## config.mk

```make
export PLATFORM = sky130hd
export DESIGN_NAME = i2s_mic_transmitter
export DESIGN_NICKNAME = d
export VERILOG_FILES = /design/src/rtl/i2s_mic_transmitter.sv
export SDC_FILE = /design/constraint.sdc
export NUM_CORES = 1
export LEC_CHECK = 0
export ABC_AREA = 1
export BUFFER_PORTS_ARGS = -buffer_cell sky130_fd_sc_hd__buf_2
export CORE_ASPECT_RATIO = 0.7
export CORE_MARGIN = 10
export CORE_UTILIZATION = 52
export CTS_CLUSTER_DIAMETER = 100
export DETAILED_ROUTE_END_ITERATION = 16
export GPL_ROUTABILITY_DRIVEN = 0
export PLACE_DENSITY = 0.71
export SLEW_MARGIN = 20
export SYNTH_ARGS = -nofsm -noshare
export SYNTH_HDL_FRONTEND = slang
export SYNTH_SLANG_ARGS = --single-unit
```

## constraint.sdc

```tcl
create_clock -name clk -period 1.2 [get_ports clk]
set_input_delay 0.06 -clock clk [delete_from_list [all_inputs] [get_ports clk]]
set_output_delay 0.06 -clock clk [all_outputs]
set_load 0.05 [all_outputs]
```

## src/rtl/i2s_mic_transmitter.sv

```systemverilog
// I2S microphone-side transmitter: accepts samples on a valid/ready handshake and
// shifts them out MSB-first on sd during the selected WS slot of an external master.
module i2s_mic_transmitter #(
  parameter int w_sample = 24,
  parameter int w_slot   = 32
) (
  input  logic                clk,
  input  logic                rst,
  input  logic [w_sample-1:0] sample,
  input  logic                sample_valid,
  output logic                sample_ready,
  input  logic                lr,
  input  logic                sck,
  input  logic                ws,
  output logic                sd,
  output logic                sd_oe,
  output logic                underrun
);

  localparam int cw = $clog2(w_slot + 1);
  localparam logic [cw-1:0] cnt_max  = cw'(w_slot);
  localparam logic [cw-1:0] cnt_data = cw'(w_sample);

  logic                sck_s1, sck_s2, sck_s3;
  logic                ws_s1, ws_s2;
  logic                ws_cur, ws_known;
  logic                active;
  logic [cw-1:0]       cnt;
  logic [w_sample-1:0] holding;
  logic                holding_full;
  logic [w_sample-1:0] shift;

  logic sck_rise, sck_fall, slot_start, slot_active_next, accept;

  // ws_cur still holds the previous slot's WS level when the new one is sampled
  assign sck_rise         = sck_s2 & ~sck_s3;
  assign sck_fall         = ~sck_s2 & sck_s3;
  assign slot_start       = sck_rise & ws_known & (ws_s2 != ws_cur);
  assign slot_active_next = (ws_s2 == lr);
  assign sample_ready     = !holding_full && !rst;
  assign accept           = sample_valid && sample_ready;

  always_ff @(posedge clk) begin
    if (rst) begin
      sck_s1 <= 1'b0;
      sck_s2 <= 1'b0;
      sck_s3 <= 1'b0;
      ws_s1  <= 1'b0;
      ws_s2  <= 1'b0;
    end else begin
      sck_s1 <= sck;
      sck_s2 <= sck_s1;
      sck_s3 <= sck_s2;
      ws_s1  <= ws;
      ws_s2  <= ws_s1;
    end
  end

  always_ff @(posedge clk) begin
    if (rst) begin
      ws_cur   <= 1'b0;
      ws_known <= 1'b0;
      active   <= 1'b0;
    end else if (sck_rise) begin
      ws_cur   <= ws_s2;
      ws_known <= 1'b1;
      if (slot_start) begin
        active <= slot_active_next;
      end
    end
  end

  always_ff @(posedge clk) begin
    if (rst) begin
      holding      <= '0;
      holding_full <= 1'b0;
      shift        <= '0;
      underrun     <= 1'b0;
      sd           <= 1'b0;
      sd_oe        <= 1'b0;
      cnt          <= cnt_max;
    end else begin
      underrun <= 1'b0;
      if (slot_start) begin
        cnt <= '0;
        if (slot_active_next) begin
          if (holding_full) begin
            shift        <= holding;
            holding_full <= 1'b0;
          end else begin
            shift    <= '0;
            underrun <= 1'b1;
          end
        end
      end
      if (sck_fall) begin
        if (active && (cnt < cnt_data)) begin
          sd    <= shift[w_sample-1];
          sd_oe <= 1'b1;
          shift <= {shift[w_sample-2:0], 1'b0};
        end else begin
          sd    <= 1'b0;
          sd_oe <= 1'b0;
        end
        if (cnt != cnt_max) begin
          cnt <= cnt + cw'(1);
        end
      end
      // accept only happens while empty, so it never collides with the unload above
      if (accept) begin
        holding      <= sample;
        holding_full <= 1'b1;
      end
    end
  end

endmodule

```

==> out/results.tsv <==
stage	metric	value	unit
status	outcome	finished with violations	
status	failing checks	setup timing	
synth	adder and majority gate portion of the synthesized area	0.8045	%
worst_setup_path	cell mode on critical path	inv_1	
sta	setup ws final	-35.60	ps
sta	Pins Over Slew Limit	0	
cts	Reg clk slew, reported paths	80	ps
synth	Synth Area in Simple Gates	29.49	%
worst_setup_path	crit-path cells	inv_1 -> nor2_4 -> nand3_4 -> buf_12 -> o21ai_1 -> inv_1 -> nand2_1 -> inv_1	
global_route	Total GRT Usage	17.37	%
sta	Final Skew	6.098	ps
global_route	overflow left after global routing	0	
routing	First-pass DRT Iterations	4	
cells_and_area	Post-layout nets	571	
sta	fmax	809.3	MHz
die	Die Ht	84.71	um
worst_setup_path	Setup crit end	shift[12]$_SDFF_PP0_	
cells_and_area	Reg area	0.001336	mm^2
routing	WL final	7975	um
worst_hold_path	Hold Path Class	in -> reg	
synth	YS warnings	0	
die	# rows	23	
cts	CTS Buf Count	9	
worst_setup_path	Worst R2R Setup Slack	-40	ps
synth	compound-gate portion of the synthesized area	10.58	%
cells_and_area	fillcell total	443	
global_route	number of global-route vias before repair	3042	
worst_setup_path	Crit Reg-Reg Startpoint	active$_SDFFE_PP0P_	
worst_setup_path	CP Buf/Inv Count	4	
sta	RSZ-0062 raised after global routing	yes	
die	Core ar.	0.005756	mm^2
synth	Seq/Total Area, Yosys	42.48	%
place	DP Worst Slack	-48.54	ps
synth	post-synthesis mux area share	0	%
die	die area	0.009525	mm^2
routing	post-route ant nets	0	
cts	Clock H-tree levels	3	
worst_setup_path	CP max stage cell	dfxtp_2	
worst_setup_path	RR Endpoint	shift[12]$_SDFF_PP0_	
routing	DR WL/cell	12.88	um
cells_and_area	multi-input logic area	0.001371	mm^2
cells_and_area	# diodes	0	
synth	XOR/XNOR Fraction of Synth Area	0.8447	%
worst_setup_path	delay-heaviest family, CP	buffers and inverters	
power	total power	4890	uW
worst_setup_path	max incr delay on CP	330	ps
place	post-detail-place hpwl	4807	um
cts	Root Buffer	clkbuf_8	
sta	Worst Tran Pin Value	254.0	ps
sta	Hold Vio Cnt, Final	0	
worst_setup_path	crit start category	register	
worst_setup_path	critical path depth	8	
cts	Max clock buf depth	2	
worst_setup_path	CP endpoint kind	register	
global_route	initial antenna violation count	0	
place	IO Port Bufs	33	
routing	Starting DRT DRC Count	164	
synth	Netlist cell types	28	
routing	vias per inst	4.898	
cts	CTS tree	built	
synth	Avg Cell Area, Syn	6.762	um^2
sta	final setup vio count	6	
global_route	largest net degree at the start of global routing	43	
synth	Synth Register Bits	66	
run	Max-cap violations	0	
worst_hold_path	HP Start	rst	
sta	minimum clock period	1236	ps
synth	largest family of logic cells by synthesized area	simple AND/OR/NAND/NOR gates	
cts	Worst-Skew Late Latency	350	ps
worst_setup_path	worst setup path startpoint	active$_SDFFE_PP0P_	
worst_setup_path	R2R depth	8	
worst_setup_path	WS Path Type	reg -> reg	
synth	gate count of the mapped netlist	460	
cts	clk sinks	66	
global_route	first-pass GRT wire length	13970	um
cells_and_area	top flop regs	holding: 24 flops, shift: 24 flops, cnt: 6 flops	
sta	ratio of final minimum period to clock period	103.0	%
synth	syn nets	492	
cells_and_area	Layout Cells excl Fill	619	
synth	Syn Std Cell Area	0.003110	mm^2
place	DP Cell Count	569	
sta	Hold Slack	145.8	ps
die	Die Width	112.4	um
routing	vias post-DR	3032	
cells_and_area	fraction of layout cells with a size suffix above 1	20.40	%
worst_setup_path	Critical Path RT	1460	ps
cells_and_area	Area Overhead vs Synth	34.19	%
routing	drt drc	0	
power	pwr dens	1172	mW/mm^2
worst_setup_path	Critical Path Fanout Max	12	
power	P_leak	0.002205	uW
die	IO Count	34	
power	maximum vdd drop	0.0008135	V
die	Starting Density	54.04	%
sta	relative slew slack	83.18	%
worst_setup_path	Worst Path Arrival	1490	ps
## report_power, final
part	switching, uW	internal (uW)	total (uW)
Clock	885	1160	2050
Combinational	271	247	517
Sequential	53.5	2270	2320
Total	1210	3680	4890
## how the worst min path moves through the flow
stage                              end  slack [ps]  cells past startpoint
6_report             cnt[5]$_SDFF_PP1_         150                      3
5_1_grt              cnt[5]$_SDFF_PP1_         170                      3
4_1_cts              cnt[5]$_SDFF_PP1_         140                      3
3_5_place_dp   holding[9]$_SDFFE_PP0P_         260                      3
3_3_place_gp   holding[6]$_SDFFE_PP0P_         260                      3
2_1_floorplan          sd$_SDFFE_PP0N_         130                      1
## final cells by class
type                            count  share of cell area [%]
Tap cell                           75                   2.248
Timing Repair Buffer               93                   19.66
Clock inverter                      7                   2.248
Inverter                           89                   8.004
Clock buffer                        9                   2.968
Sequential cell                    66                   32.01
Multi-Input combinational cell    280                   32.85
## layout by cell type (no fill, tap or decap), types with 3 or more instances in the layout
cell type / Yosys / final
dfxtp_2: 0 / 6
o21ai_0: 31 / 21
clkbuf_8: 0 / 9
nand2_1: 136 / 135
inv_1: 87 / 85
buf_4: 4 / 21
buf_2: 9 / 32
dfxtp_1: 66 / 58
nand3_1: 55 / 54
nor2_4: 2 / 4
inv_2: 1 / 3
buf_12: 0 / 6
o21ai_1: 20 / 25
nor2_1: 11 / 9
a21oi_1: 10 / 8
o21ai_2: 0 / 5
dlygate4sd3_1: 0 / 29
## Yosys cell counts
cell | count | area (um^2)
o21ai_1 | 20 | 100.1
nand2_1 | 136 | 510.5
o211ai_1 | 1 | 7.510
xnor2_1 | 2 | 17.52
ha_1 | 2 | 25.02
a21oi_1 | 10 | 50.05
nor3b_2 | 1 | 12.51
nand2_2 | 1 | 6.260
dfxtp_1 | 66 | 1321
buf_2 | 9 | 45.04
nand3_1 | 55 | 275.3
nand3_4 | 1 | 17.52
xor2_1 | 1 | 8.760
nand3_2 | 2 | 20.02
a31o_2 | 1 | 8.760
buf_6 | 5 | 56.30
clkinv_1 | 1 | 3.750
inv_2 | 1 | 3.750
nor3_1 | 1 | 5.000
buf_1 | 1 | 3.750
o21ai_0 | 31 | 155.2
buf_4 | 4 | 30.03
nor2_4 | 2 | 22.52
nor2_1 | 11 | 41.29
inv_1 | 87 | 326.6
clkbuf_1 | 6 | 22.52
nand4_1 | 1 | 6.260
o21bai_1 | 1 | 7.510
## logic make-up (layout without fill, tap and decap cells)
group | Yosys count | in the layout
compound gates | 64 | 64
xor+xnor | 3 | 3
fa+ha+maj | 2 | 2
buf+inv | 114 | 198
flops | 66 | 66
simple gates | 211 | 211
## worst reg2reg max path, cell delays in order, from the launching register on
cell     delay, ps
dfxtp_2        330
inv_1           60
nor2_4         120
nand3_4        140
buf_12         180
o21ai_1        130
inv_1           70
nand2_1         70
inv_1           40
## timing repair
action / 4_1_cts / 5_1_grt
setup buffers: 3 / 0
cloned: 2 / 0
pin swaps: 4 / 6
resized for setup: 24 / 20
hold buffers: 29 / 0
setup endpoints to repair: 27 / 31
endpoints found under the hold margin: 28 / 0
## metrics by stage
stage / utilization (%) / area [um^2] / TNS (ps)
2_1_floorplan: - / 3113 / 0
3_5_place_dp: 60.65 / 3491 / -668.5
5_1_grt: 72.52 / 4174 / -2209
6_report: 72.52 / 4174 / -88.86
4_1_cts: 71.72 / 4128 / -72.40
3_3_place_gp: 60.65 / 3491 / -527.6
## layer usage
layer	wire length [um]	GRT usage [%]
met4	163	5.862
met5	0	0
met1	3623	20.97
met3	460	6.610
met2	3727	27.77
Power figures use the tool's default switching activity.
